### src/rtl/sha512_pkg.sv
// Shared constants and types for the SHA-512 message padder.
// Core command codes, FSM states and block geometry.
package sha512_pkg;

  localparam logic [3:0] CMD_WR    = 4'h2;
  localparam logic [3:0] CMD_FIRST = 4'h1;
  localparam logic [3:0] CMD_NEXT  = 4'h5;

  localparam int BUSY_BIT        = 3;
  localparam int WORDS_PER_BLOCK = 32;
  localparam int LEN_WORD_IDX    = 28;

  typedef enum logic [2:0] {
    IDLE,
    DATA,
    PAD,
    LEN,
    START,
    WAIT
  } state_e;

endpackage

### src/rtl/sha512_pad_merge.sv
// Byte-lane merge of the final message word with the 0x80 marker.
// Lanes after the marker are forced to zero.
module sha512_pad_merge (
  input  logic [31:0] i_data,
  input  logic [2:0]  i_bytes,
  input  logic        i_last,
  output logic [31:0] o_word,
  output logic        o_marked
);

  always_comb begin
    o_word   = i_data;
    o_marked = 1'b0;
    if (i_last && (i_bytes < 3'd4)) begin
      o_marked = 1'b1;
      case (i_bytes)
        3'd0:    o_word = 32'h8000_0000;
        3'd1:    o_word = {i_data[31:24], 24'h80_0000};
        3'd2:    o_word = {i_data[31:16], 16'h8000};
        default: o_word = {i_data[31:8], 8'h80};
      endcase
    end
  end

endmodule

### src/rtl/sha512_padder.sv
// Streams a byte message into a SHA-512 core as padded 1024-bit blocks.
// Handles marker, zero fill, 128-bit length and block chaining.
module sha512_padder
  import sha512_pkg::*;
(
  input  logic        clk_i,
  input  logic        rst_i,
  input  logic [31:0] msg_data_i,
  input  logic [2:0]  msg_bytes_i,
  input  logic        msg_last_i,
  input  logic        msg_valid_i,
  output logic        msg_ready_o,
  output logic [31:0] core_text_o,
  output logic [3:0]  core_cmd_o,
  output logic        core_cmd_w_o,
  input  logic [4:0]  core_cmd_i,
  output logic        done_o
);

  state_e      r_state;
  state_e      w_next;
  logic [4:0]  r_idx;
  logic [63:0] r_cnt;
  logic        r_first;
  logic        r_final;
  logic        r_msg_end;
  logic        r_mark_pend;
  logic        r_busy_q;

  logic        w_busy;
  logic        w_fall;
  logic        w_ready;
  logic        w_accept;
  logic        w_last_idx;
  logic        w_pre_len;
  logic        w_marked;
  logic [31:0] w_merged;
  logic [63:0] w_bits;
  logic        w_unused;

  assign w_busy     = core_cmd_i[BUSY_BIT];
  assign w_unused   = ^{core_cmd_i[4], core_cmd_i[2:0]};
  assign w_fall     = r_busy_q & ~w_busy;
  assign w_ready    = rst_i & ~w_busy &
                      ((r_state == IDLE) || (r_state == DATA));
  assign w_accept   = msg_valid_i & w_ready;
  assign w_last_idx = (r_idx == 5'(WORDS_PER_BLOCK - 1));
  assign w_pre_len  = (r_idx == 5'(LEN_WORD_IDX - 1));
  assign w_bits     = {r_cnt[60:0], 3'b000};

  sha512_pad_merge u_merge (
    .i_data   (msg_data_i),
    .i_bytes  (msg_bytes_i),
    .i_last   (msg_last_i),
    .o_word   (w_merged),
    .o_marked (w_marked)
  );

  always_ff @(posedge clk_i or negedge rst_i) begin
    if (!rst_i) r_state <= IDLE;
    else        r_state <= w_next;
  end

  // A marker written at word 27 leaves room for the length in this block.
  always_comb begin
    w_next = r_state;
    case (r_state)
      IDLE, DATA: begin
        if (w_accept) begin
          if (w_last_idx)                w_next = START;
          else if (!msg_last_i)          w_next = DATA;
          else if (w_marked && w_pre_len) w_next = LEN;
          else                           w_next = PAD;
        end
      end
      PAD: begin
        if (!w_busy) begin
          if (w_last_idx)     w_next = START;
          else if (w_pre_len) w_next = LEN;
        end
      end
      LEN: begin
        if (!w_busy && w_last_idx) w_next = START;
      end
      START: begin
        if (!w_busy) w_next = WAIT;
      end
      WAIT: begin
        if (w_fall) begin
          if (r_final)        w_next = IDLE;
          else if (r_msg_end) w_next = PAD;
          else                w_next = DATA;
        end
      end
      default: w_next = IDLE;
    endcase
  end

  always_comb begin
    msg_ready_o  = w_ready;
    core_text_o  = '0;
    core_cmd_o   = '0;
    core_cmd_w_o = 1'b0;
    done_o       = 1'b0;
    case (r_state)
      IDLE, DATA: begin
        if (w_accept) begin
          core_text_o  = w_merged;
          core_cmd_o   = CMD_WR;
          core_cmd_w_o = 1'b1;
        end
      end
      PAD: begin
        if (!w_busy) begin
          core_text_o  = r_mark_pend ? 32'h8000_0000 : 32'h0;
          core_cmd_o   = CMD_WR;
          core_cmd_w_o = 1'b1;
        end
      end
      LEN: begin
        if (!w_busy) begin
          case (r_idx)
            5'd30:   core_text_o = w_bits[63:32];
            5'd31:   core_text_o = w_bits[31:0];
            default: core_text_o = 32'h0;
          endcase
          core_cmd_o   = CMD_WR;
          core_cmd_w_o = 1'b1;
        end
      end
      START: begin
        if (!w_busy) begin
          core_cmd_o   = r_first ? CMD_FIRST : CMD_NEXT;
          core_cmd_w_o = 1'b1;
        end
      end
      WAIT: done_o = w_fall & r_final;
      default: ;
    endcase
  end

  always_ff @(posedge clk_i or negedge rst_i) begin
    if (!rst_i) begin
      r_idx       <= '0;
      r_cnt       <= '0;
      r_first     <= 1'b1;
      r_final     <= 1'b0;
      r_msg_end   <= 1'b0;
      r_mark_pend <= 1'b0;
      r_busy_q    <= 1'b0;
    end else begin
      r_busy_q <= w_busy;
      if ((w_next == LEN) && (r_state != LEN)) r_final <= 1'b1;
      case (r_state)
        IDLE, DATA: begin
          if (w_accept) begin
            r_cnt <= ((r_state == IDLE) ? 64'd0 : r_cnt) +
                     {61'd0, msg_bytes_i};
            if (!w_last_idx) r_idx <= r_idx + 5'd1;
            if (msg_last_i) begin
              r_msg_end   <= 1'b1;
              r_mark_pend <= ~w_marked;
            end
          end
        end
        PAD: begin
          if (!w_busy) begin
            r_mark_pend <= 1'b0;
            if (!w_last_idx) r_idx <= r_idx + 5'd1;
          end
        end
        LEN: begin
          if (!w_busy && !w_last_idx) r_idx <= r_idx + 5'd1;
        end
        START: begin
          if (!w_busy) begin
            r_idx   <= '0;
            r_first <= 1'b0;
          end
        end
        WAIT: begin
          if (w_fall && r_final) begin
            r_first   <= 1'b1;
            r_final   <= 1'b0;
            r_msg_end <= 1'b0;
            r_cnt     <= '0;
          end
        end
        default: ;
      endcase
    end
  end

endmodule

### config.mk
export PLATFORM = sky130hd
export DESIGN_NAME = sha512_padder
export DESIGN_NICKNAME = d
export VERILOG_FILES = /design/src/rtl/sha512_pkg.sv /design/src/rtl/sha512_pad_merge.sv /design/src/rtl/sha512_padder.sv
export SDC_FILE = /design/constraint.sdc
export NUM_CORES = 1
export LEC_CHECK = 0
export CORE_UTILIZATION = 55
export CTS_CLUSTER_SIZE = 28
export DETAILED_ROUTE_END_ITERATION = 12
export GPL_TIMING_DRIVEN = 1
export PLACE_DENSITY_LB_ADDON = 0.08
export SYNTH_ARGS = -nofsm -noshare
export SYNTH_HDL_FRONTEND = slang
export SYNTH_SLANG_ARGS = --single-unit
export TNS_END_PERCENT = 50
### constraint.sdc
create_clock -name clk_i -period 3.66 [get_ports clk_i]
set_input_delay 1.098 -clock clk_i [delete_from_list [all_inputs] [get_ports clk_i]]
set_output_delay 1.098 -clock clk_i [all_outputs]
set_load 0.01 [all_outputs]
==> results.md <==
- Post-synth cell types: 71
- Drt initial violations: 793
- Mapped cell area: 5459 sq um
- Tcrit/Tclk final: 99.74%
- GRT overflow: 0
- Leakage: 3.330 nW
- Critical path depth: 9
- WP buf/inv: 5
- Critical Path End: core_text_o[0]
- Final count of negative-setup-slack endpoints: 0
- Worst r2r src: r_state[2]
- Commonest non-fill, non-tap cell in the layout: nand2_1
- Sequential cell area fraction in the yosys report: 33.94%
- Util after Layout: 75.83%
- Final hold viol count: 0
- Top FF cell, synth: dfrtp_1
- First-pass GRT wire length: 33220 um
- Fmax: 0.2739 GHz
- Max-Cap Viols: 0
- Peak VDD IR: 0.3893 mV
- Routed WL: 20820 um
- Clock Latency Late Sink: 0.36 ns
- CTS tree: done
- Hold crit path type: flip-flop to flip-flop
- Synthesized area per cell: 7.946 sq um
- Remaining DRCs: 0
- GR Util All Layers: 42.48%
- Hold slack final: 0.5166 ns
- EDFF count, synth: 0
- Synth Instances: 687
- Setup CP Type: input port to primary output
- Syn Nets: 738
- Worst-path cell with the longest stage delay: nor4b_4
- Worst Reg-to-Reg Cells: 10
- Area growth syn-to-layout: 30.78%
- Clock transition at path regs: 0.09 ns
- Met1 wire length: 8021 um
- Routed met2 length: 9108 um
- Total CTS buffers: 9
- Total Power: 2.607 mW
- Cts hold-fix bufs: 0
- Setup ws final: 0.009506 ns
- DR vias: 6534
- Most used cell, CP: buf_4
- Commonest non-fill, non-tap cells in the layout: nand2_1 (95), dfrtp_1 (73), buf_4 (71)
- Crit path largest cell delay: 0.33 ns
- CP Max Fanout: 7
- Run status: complete, no violations
- WP data required: 2.56 ns
- Largest net degree at the start of global routing: 75
- Input/output buffers: 77
- Power density cells: 365.2 nW/um^2
- Vias in the first global route: 6241
- FFs w/ async S/R, synth: 100.0%
- Fraction of layout cells with a size suffix above 1: 21.32%
- Die Wd: 101.6 um
- Max-slew violations: 0
- Reg-to-reg critical path endpoint: r_cnt[45]
- Starting Density: 57.98%
- WP data arrival: 2.55 ns
- Slack of the worst reg-to-reg path: 0.22 ns
- FP Rows: 35
- Top Layer Used: met4
- I/O pins: 83
- DP HPWL: 13800 um
- Crit path cell chain: buf_8 -> nor4b_4 -> nand2_2 -> buf_6 -> buf_4 -> nor2_1 -> buf_4 -> a22o_1 -> buf_2
- WL met3: 2843 um
- Antenna diode count: 0
- Worst slew margin: 33.13%
- Post-route ant nets: 0
- H-tree depth: 3
- Warnings, synthesis: 0
- Worst path top cell family by delay: buffers and inverters
- Chip height: 101.6 um
- Router iterations before antenna repair: 7
- Wire per inst: 21.92 um
- Setup Slack @ Placement: -0.6649 ns
- Layout Skew: 0.01330 ns
- Min Tclk post-route: 3.650 ns
- Initial antenna violation count: 0
- CP startpoint: core_cmd_i[3]
- Sink Count: 74
- CP Capture Type: primary output
- Flops & latches, synth: 74
- # nets final: 867
- CTS root buf: clkbuf_8
- Clock Tree Buf Depth: 2
- RSZ-0062 raised after global routing: true
- Core Footprint: 9415 sq um
- Via density: 6.878
- RePlAce Congestion: 0.9872
- Worst slew pin tran: 1.003 ns
- Critical path launch point type: input port
- Die area: 10330 sq um
timing repair:
| item | CTS | global route |
|---|---|---|
| gates resized for setup | 140 | 31 |
| buffers inserted | 22 | 4 |
| endpoints found under the hold margin | 0 | 0 |
| setup endpoints to repair | 38 | 33 |
| pin swaps | 8 | 16 |
| cloned | 1 | 0 |
worst min-delay path by stage:
stage                    from   endpoint  slack (ns)  cells past startpoint
floorplan           r_cnt[28]  r_cnt[28]        0.47                      1
global placement      r_first    r_first        0.50                      2
detailed placement    r_first    r_first        0.50                      2
CTS                   r_first    r_first        0.52                      2
global route         r_cnt[1]   r_cnt[1]        0.56                      2
finish                r_first    r_first        0.52                      2
worst register-to-register path: cells and delay by family (launching register included):
| kind | cells | cell delay [ns] |
|---|---|---|
| AO/OA/AOI/OAI | 2 | 0.40 |
| adder cells (fa/ha/maj) | 1 | 0.37 |
| buffers and inverters | 1 | 0.20 |
| flip-flops | 1 | 0.46 |
| AND/OR/NAND/NOR | 6 | 1.93 |
sequential cells by signal, summed over array words and instances, names as in the netlist:
signal       cells
r_busy_q         1
r_mark_pend      1
r_state          3
r_cnt           61
r_idx            5
r_msg_end        1
r_final          1
r_first          1
cells in the mapped netlist (5+ instances only):
master / number / area share, %
nand3_1: 49 / 4.5
nand4_1: 26 / 3.0
and2_1: 9 / 1.0
o21ai_0: 67 / 6.1
nand2_1: 97 / 6.7
and4_1: 10 / 1.6
a21o_1: 7 / 0.96
and3_1: 19 / 2.2
buf_2: 5 / 0.46
a211o_1: 5 / 0.80
clkbuf_1: 25 / 1.7
a22o_1: 5 / 0.80
a21oi_1: 32 / 2.9
nor2_1: 36 / 2.5
or3_1: 8 / 0.92
nor3_1: 19 / 1.7
dfrtp_1: 73 / 33
buf_4: 6 / 0.83
nor4_1: 7 / 0.80
a31oi_1: 8 / 0.92
inv_1: 40 / 2.8
a222oi_1: 25 / 4.6
a32o_1: 7 / 1.3
ha_1: 6 / 1.4
clkbuf_2: 5 / 0.46
kinds of logic (layout without fill, tap and decap cells):
logic type      Yosys count  count (layout)  synth area share, %
mux                       1               1               0.2063
xor+xnor                  7               7                1.123
buf+inv                  88             222                7.105
simple gates            313             313                31.22
flops                    74              74                33.94
fa+ha+maj                 7               7                1.742
compound gates          196             196                24.59
other cells               1               1              0.06869
through the flow:
stage | area (sq um) | instances | TNS, ns
after global routing | 7139 | 950 | -0.04155
after CTS | 7121 | 948 | 0
final | 7139 | 950 | 0
after floorplan | 5459 | 687 | 0
after detailed placement | 6704 | 909 | -20.44
after global placement | 6704 | 909 | -19.44
report_power, final:
part	leakage, nW	switching (mW)	internal, mW
clock	0.106	0.348	0.357
combinational	2.23	0.533	0.357
sequential	0.995	0.115	0.898
per-layer routing:
metal  up-vias  global-route usage [%]
met2       542                   65.44
li1       2850                       -
met5         -                       0
met1      3066                   57.34
met3        76                   9.662
met4         0                   18.28
final cells by class:
cell class | instances | area (sq um)
multi-input cells | 525 | 3307
fillers | 721 | 2276
flip-flops and latches | 74 | 1853
repair buffers | 166 | 1456
well taps | 129 | 161.4
clock buffers | 11 | 151.4
inverters | 40 | 150.1
clock inverters | 5 | 60.06
Note: power is estimated with default switching activity, not from simulation.
